File: config.mk
export PLATFORM = sky130hd
export DESIGN_NAME = cache_arbiter_flat
export DESIGN_NICKNAME = d
export VERILOG_FILES = /design/src/rtl/cache_arbiter_if.sv /design/src/rtl/cache_arbiter.sv /design/src/flat_wrapper.sv
export SDC_FILE = /design/constraint.sdc
export NUM_CORES = 1
export LEC_CHECK = 0
export CAP_MARGIN = 15
export CORE_AREA = 10 10 113 115
export DETAILED_ROUTE_END_ITERATION = 10
export DIE_AREA = 0 0 123 125
export PLACE_DENSITY = 0.68
export SLEW_MARGIN = 5
export SYNTH_ARGS = -nofsm -noshare
export SYNTH_HDL_FRONTEND = slang
export SYNTH_SLANG_ARGS = --single-unit
File: constraint.sdc
create_clock -name clk -period 1.8 [get_ports clk]
set_input_delay 0.36 -clock clk [delete_from_list [all_inputs] [get_ports clk]]
set_output_delay 0.36 -clock clk [all_outputs]
set_load 0.02 [all_outputs]
File: src/rtl/cache_arbiter_if.sv
// Requester and cache-side signal bundle for cache_arbiter.
// slave is the arbiter's view; master is the view of the requesters plus the cache.
interface cache_arbiter_if;
  logic        p0_req;
  logic        p1_req;
  logic [31:0] p0_address;
  logic [31:0] p1_address;
  logic [31:0] p0_data_in;
  logic [31:0] p1_data_in;
  logic [3:0]  p0_write_enable;
  logic [3:0]  p1_write_enable;
  logic [31:0] p0_data_out;
  logic [31:0] p1_data_out;
  logic        p0_done;
  logic        p1_done;
  logic        p0_granted;
  logic        p1_granted;
  logic        cache_enable;
  logic [31:0] cache_address;
  logic [31:0] cache_data_in;
  logic [3:0]  cache_write_enable;
  logic [31:0] cache_data_out;
  logic        cache_data_out_ready;
  logic        cache_busy;

  modport slave (
    input  p0_req, p1_req, p0_address, p1_address, p0_data_in, p1_data_in,
           p0_write_enable, p1_write_enable,
           cache_data_out, cache_data_out_ready, cache_busy,
    output p0_data_out, p1_data_out, p0_done, p1_done, p0_granted, p1_granted,
           cache_enable, cache_address, cache_data_in, cache_write_enable
  );

  modport master (
    output p0_req, p1_req, p0_address, p1_address, p0_data_in, p1_data_in,
           p0_write_enable, p1_write_enable,
           cache_data_out, cache_data_out_ready, cache_busy,
    input  p0_data_out, p1_data_out, p0_done, p1_done, p0_granted, p1_granted,
           cache_enable, cache_address, cache_data_in, cache_write_enable
  );
endinterface

File: src/rtl/cache_arbiter.sv
// Two-port arbiter sharing the unified cache between instruction fetch (port 0)
// and load/store (port 1); the owner's fields drive the cache until completion.
module cache_arbiter #(
  parameter int unsigned RoundRobin = 1
) (
  input  logic            clk,
  input  logic            rst,
  cache_arbiter_if.slave  bus
);

  typedef enum logic [1:0] {IDLE, OWN0, OWN1} state_e;

  state_e state_q, state_d;
  logic   prio_q, prio_d;
  logic   complete;

  always_ff @(posedge clk) begin
    if (rst) begin
      state_q <= IDLE;
      prio_q  <= 1'b0;
    end else begin
      state_q <= state_d;
      prio_q  <= prio_d;
    end
  end

  assign complete = (state_q != IDLE) && !bus.cache_busy;

  // Leaving an OWN state hands over directly to a pending other port, so no idle bubble.
  always_comb begin
    state_d = state_q;
    prio_d  = prio_q;
    unique case (state_q)
      IDLE: begin
        if (bus.p0_req && bus.p1_req) begin
          if (RoundRobin != 0) state_d = prio_q ? OWN1 : OWN0;
          else                 state_d = OWN1;
        end else if (bus.p0_req) begin
          state_d = OWN0;
        end else if (bus.p1_req) begin
          state_d = OWN1;
        end
      end
      OWN0: begin
        if (complete) begin
          state_d = bus.p1_req ? OWN1 : IDLE;
          if (RoundRobin != 0) prio_d = 1'b1;
        end
      end
      OWN1: begin
        if (complete) begin
          state_d = bus.p0_req ? OWN0 : IDLE;
          if (RoundRobin != 0) prio_d = 1'b0;
        end
      end
      default: state_d = IDLE;
    endcase
  end

  always_comb begin
    bus.cache_enable       = 1'b0;
    bus.cache_address      = '0;
    bus.cache_data_in      = '0;
    bus.cache_write_enable = '0;
    bus.p0_done            = 1'b0;
    bus.p1_done            = 1'b0;
    bus.p0_data_out        = '0;
    bus.p1_data_out        = '0;
    bus.p0_granted         = (state_q == OWN0);
    bus.p1_granted         = (state_q == OWN1);
    unique case (state_q)
      OWN0: begin
        bus.cache_enable       = 1'b1;
        bus.cache_address      = bus.p0_address;
        bus.cache_data_in      = bus.p0_data_in;
        bus.cache_write_enable = bus.p0_write_enable;
        bus.p0_done            = !bus.cache_busy;
        bus.p0_data_out        = bus.cache_data_out;
      end
      OWN1: begin
        bus.cache_enable       = 1'b1;
        bus.cache_address      = bus.p1_address;
        bus.cache_data_in      = bus.p1_data_in;
        bus.cache_write_enable = bus.p1_write_enable;
        bus.p1_done            = !bus.cache_busy;
        bus.p1_data_out        = bus.cache_data_out;
      end
      default: ;
    endcase
  end

  // A read completion without ready data means the cache broke its handshake.
  a_read_ready: assert property (@(posedge clk) disable iff (rst)
    (complete && bus.cache_write_enable == '0) |-> bus.cache_data_out_ready);

endmodule

File: src/flat_wrapper.sv
// flat-port wrapper written by rule: the top's interface ports become plain ports
module cache_arbiter_flat 
#(
  parameter int unsigned RoundRobin = 1
)
  (clk, rst, bus_p0_req, bus_p1_req, bus_p0_address, bus_p1_address, bus_p0_data_in, bus_p1_data_in, bus_p0_write_enable, bus_p1_write_enable, bus_cache_data_out, bus_cache_data_out_ready, bus_cache_busy, bus_p0_data_out, bus_p1_data_out, bus_p0_done, bus_p1_done, bus_p0_granted, bus_p1_granted, bus_cache_enable, bus_cache_address, bus_cache_data_in, bus_cache_write_enable);
  cache_arbiter_if bus_i ();
  input  logic clk;
  input  logic rst;
  input wire logic [$bits(bus_i.p0_req)-1:0] bus_p0_req;
  input wire logic [$bits(bus_i.p1_req)-1:0] bus_p1_req;
  input wire logic [$bits(bus_i.p0_address)-1:0] bus_p0_address;
  input wire logic [$bits(bus_i.p1_address)-1:0] bus_p1_address;
  input wire logic [$bits(bus_i.p0_data_in)-1:0] bus_p0_data_in;
  input wire logic [$bits(bus_i.p1_data_in)-1:0] bus_p1_data_in;
  input wire logic [$bits(bus_i.p0_write_enable)-1:0] bus_p0_write_enable;
  input wire logic [$bits(bus_i.p1_write_enable)-1:0] bus_p1_write_enable;
  input wire logic [$bits(bus_i.cache_data_out)-1:0] bus_cache_data_out;
  input wire logic [$bits(bus_i.cache_data_out_ready)-1:0] bus_cache_data_out_ready;
  input wire logic [$bits(bus_i.cache_busy)-1:0] bus_cache_busy;
  output wire logic [$bits(bus_i.p0_data_out)-1:0] bus_p0_data_out;
  output wire logic [$bits(bus_i.p1_data_out)-1:0] bus_p1_data_out;
  output wire logic [$bits(bus_i.p0_done)-1:0] bus_p0_done;
  output wire logic [$bits(bus_i.p1_done)-1:0] bus_p1_done;
  output wire logic [$bits(bus_i.p0_granted)-1:0] bus_p0_granted;
  output wire logic [$bits(bus_i.p1_granted)-1:0] bus_p1_granted;
  output wire logic [$bits(bus_i.cache_enable)-1:0] bus_cache_enable;
  output wire logic [$bits(bus_i.cache_address)-1:0] bus_cache_address;
  output wire logic [$bits(bus_i.cache_data_in)-1:0] bus_cache_data_in;
  output wire logic [$bits(bus_i.cache_write_enable)-1:0] bus_cache_write_enable;
  assign bus_i.p0_req = bus_p0_req;
  assign bus_i.p1_req = bus_p1_req;
  assign bus_i.p0_address = bus_p0_address;
  assign bus_i.p1_address = bus_p1_address;
  assign bus_i.p0_data_in = bus_p0_data_in;
  assign bus_i.p1_data_in = bus_p1_data_in;
  assign bus_i.p0_write_enable = bus_p0_write_enable;
  assign bus_i.p1_write_enable = bus_p1_write_enable;
  assign bus_i.cache_data_out = bus_cache_data_out;
  assign bus_i.cache_data_out_ready = bus_cache_data_out_ready;
  assign bus_i.cache_busy = bus_cache_busy;
  assign bus_p0_data_out = bus_i.p0_data_out;
  assign bus_p1_data_out = bus_i.p1_data_out;
  assign bus_p0_done = bus_i.p0_done;
  assign bus_p1_done = bus_i.p1_done;
  assign bus_p0_granted = bus_i.p0_granted;
  assign bus_p1_granted = bus_i.p1_granted;
  assign bus_cache_enable = bus_i.cache_enable;
  assign bus_cache_address = bus_i.cache_address;
  assign bus_cache_data_in = bus_i.cache_data_in;
  assign bus_cache_write_enable = bus_i.cache_write_enable;
  cache_arbiter #(.RoundRobin(RoundRobin)) u_core (.clk(clk), .rst(rst), .bus(bus_i));
endmodule
==> flow_metrics.env <==
export IMPL_status="complete, but fails checks"
export IMPL_violations="setup timing"
export IMPL_seqPwrFrac=0.020
export IMPL_area_growth_syn_to_layout_pct=285
export IMPL_dieArea_um2=15400
export IMPL_finish_utilization=0.647
export IMPL_ir_worst_vdd_v=0.000443
export IMPL_netSwitchingFraction=0.403
export IMPL_cts_buffers=3
export IMPL_finalCritPeriodShare=1.08
export IMPL_clock_sinks=3
export IMPL_fin_ws_ps=-136
export IMPL_antenna_cells=0
export IMPL_nFillCells=852
export IMPL_arrival_ps=1580
export IMPL_grt_max_degree=33
export IMPL_synth_top_cell_area_share=0.287
export IMPL_cap_violations=0
export IMPL_avgRoutedWirePerCell_um=22.0
export IMPL_design_area_um2=6860
export IMPL_vias=3419
export IMPL_tightest_slew_ps=239
export IMPL_min_to="u_core.prio_q"
export IMPL_critical_path_required_ps=1440
export IMPL_nNetsFinal=783
export IMPL_hpwlAfterDp_mm=11.3
export IMPL_final_hold_violation_count=0
export IMPL_clockBufferDepth=2
export IMPL_start_kind="flop"
export IMPL_path_max_fanout=9
export IMPL_dr_first_iter_drc_count=107
export IMPL_drive_above_1_share=0.681
export IMPL_grt_usage=0.175
export IMPL_syn_area_um2=1780
export IMPL_pwr_share_clk=0.039
export IMPL_holdPathStages=2
export IMPL_critPathCaptureType="output pin"
export IMPL_ys_seq_elements=3
export IMPL_synthesis_nets=440
export IMPL_reg2reg_slack_ps=120
export IMPL_hp_start="u_core.prio_q"
export IMPL_seq_area_frac_synth=0.0337
export IMPL_power_switching_uw=2050
export IMPL_gr_total_overflow=0
export IMPL_grt_pass1_vias=3542
export IMPL_fin_setup_tns_ps=-10430
export IMPL_power_density_nw_per_um2=742
export IMPL_placed_cells=699
export IMPL_syn_area_per_cell_um2=6.85
export IMPL_combinationalPowerShare=0.941
export IMPL_r2r_start="u_core.state_q[1]"
export IMPL_cts_tree="built"
export IMPL_fin_cells=742
export IMPL_skew_ps=0.854
export IMPL_path_class="flop to output pin"
export IMPL_gp_congestion=0.844
export IMPL_clkLatencyLatePin_ps=220
export IMPL_ys_top_cells_by_area="a22oi_1, nor2b_1, and2_1, ha_1, buf_2"
export IMPL_first_pass_iters=4
export IMPL_rows=38
export IMPL_total_leakage_power_uw=0.00267
export IMPL_die_y_um=125
export IMPL_grt_pass1_wl_mm=21.5
export IMPL_final_setup_viol_count=131
export IMPL_clkTransAtPathRegs_ps=30
export IMPL_rr_endpoint="u_core.state_q[0]"
export IMPL_synth_cells=260
export IMPL_rsz0062_at_grt="true"
export IMPL_routed_wl_mm=16.3
export IMPL_synth_distinct_cells=22
export IMPL_initial_core_util=0.168
export IMPL_avgViaCountPerCell=4.61
export IMPL_drc=0
export IMPL_max_freq_ghz=0.516
export IMPL_ant_nets=0
export IMPL_r2r_cells=9
export IMPL_yosysWarnings=0
export IMPL_core_area_um2=10600
export IMPL_period_needed_ps=1940
export IMPL_htree_levels=1
export IMPL_place_area_um2=5360
export IMPL_synth_top_cell_by_area="a22oi_1"
export IMPL_die_x_um=123
export IMPL_root_buffer="clkbuf_8"
export IMPL_whs_ps=539
export IMPL_num_io_pins=311
export IMPL_io_buffers=309
export IMPL_hp_class="flop to flop"
export IMPL_slew_violations=0
export IMPL_maxSlewHeadroom=0.841
export IMPL_p_int_uw=3040
export IMPL_antenna_found_initial=0
==> layer usage <==
layer | global-route usage | up-vias | share of wire
met5 | 0 | - | 0
met4 | 0.00617 | 0 | 0.0067
met3 | 0.0671 | 8 | 0.10
met2 | 0.338 | 175 | 0.55
met1 | 0.180 | 1628 | 0.34
li1 | - | 1608 | -
==> what timing repair did <==
action                                  CTS  global route
setup buffers                            11             7
cloned                                   10            12
pin swaps                                10            14
resized for setup                       699           271
endpoints found under the setup margin  137           133
hold buffers                              0             0
==> worst max-delay path, stage by stage (launching register included) <==
cell and delay (ps):
dfxtp_4 350, buf_6 120, ha_4 190, bufbuf_16 290
a22oi_2 180, nor2b_2 70, buf_4 160
==> through the flow <==
| step | total power, uW | worst slack [ps] |
|---|---|---|
| 2_1_floorplan | 1890 | -34.5 |
| 3_5_place_dp | 3390 | -382 |
| 3_3_place_gp | 3350 | -374 |
| 6_report | 5090 | -136 |
| 5_1_grt | 5360 | -190 |
| 4_1_cts | 4220 | -165 |
==> final cells by class <==
type,instances,area (um2),area share
repair buffers,368,4240,0.618
clock buffers,4,45.0,0.00657
inverters,2,12.5,0.00182
flip-flops and latches,3,65.1,0.00949
multi-input cells,225,2320,0.338
well taps,140,175,0.0255
==> sequential cells by signal (all words and copies together), names as in the netlist <==
signal and count:
u_core.prio_q 1, u_core.state_q 2
==> power by group through the flow <==
| stage | clock network (uW) | logic (uW) | registers [uW] |
|---|---|---|---|
| floorplan | 0 | 1790 | 95.7 |
| global placement | 0 | 3260 | 91.9 |
| detailed placement | 0 | 3300 | 92.2 |
| CTS | 203 | 3920 | 99.0 |
| global route | 210 | 5050 | 104 |
| finish | 197 | 4790 | 103 |
==> kinds of logic (layout without fill, tap and decap cells) <==
logic type / Yosys count / after routing / synth area share
DFF: 3 / 3 / 0.0337
adders and majority gates: 6 / 6 / 0.0421
AOI/OAI and AO/OA: 76 / 76 / 0.324
buffers and inverters: 32 / 374 / 0.0983
muxes: 1 / 1 / 0.00562
and+or+nand+nor: 142 / 142 / 0.496
==> how the worst max path moves through the flow <==
stage	startpoint	to	cells past startpoint
after detailed placement	u_core.state_q[1]	bus_cache_address[23]	5
after global placement	u_core.state_q[1]	bus_cache_address[23]	5
final	u_core.state_q[1]	bus_cache_address[5]	6
after CTS	u_core.state_q[1]	bus_cache_data_in[12]	7
after floorplan	u_core.state_q[0]	bus_cache_address[28]	5
after global routing	u_core.state_q[1]	bus_cache_data_in[12]	7
==> cells in the final DEF, fill, tap and decap left out, types with 2 or more instances in the layout <==
| cell | synthesis | final |
|---|---|---|
| clkbuf_8 | 0 | 3 |
| ha_4 | 0 | 4 |
| buf_12 | 0 | 16 |
| a21o_1 | 2 | 2 |
| a32oi_1 | 2 | 2 |
| buf_2 | 14 | 4 |
| a22oi_2 | 0 | 67 |
| nor2b_2 | 0 | 58 |
| clkbuf_16 | 0 | 9 |
| nor2b_4 | 1 | 12 |
| buf_6 | 3 | 132 |
| ha_1 | 6 | 2 |
| inv_4 | 0 | 2 |
| and2_4 | 0 | 64 |
| buf_4 | 3 | 22 |
| nand2b_1 | 2 | 2 |
| buf_8 | 0 | 3 |
| buf_16 | 0 | 8 |
| clkdlybuf4s50_1 | 0 | 172 |
| nor2_1 | 4 | 4 |
==> Yosys cell counts (all sizes together) <==
| library cell | n |
|---|---|
| and2 | 64 |
| a32oi | 2 |
| a21o | 2 |
| a2bb2oi | 1 |
| mux2i | 1 |
| nor2b | 71 |
| a22oi | 68 |
| o22ai | 1 |
| clkbuf | 10 |
| nor2 | 4 |
| o21ai | 2 |
| buf | 20 |
| ha | 6 |
| nand2b | 2 |
| inv | 2 |
| dfxtp | 3 |
| nand2 | 1 |
Note: power is estimated with default switching activity, not from simulation.
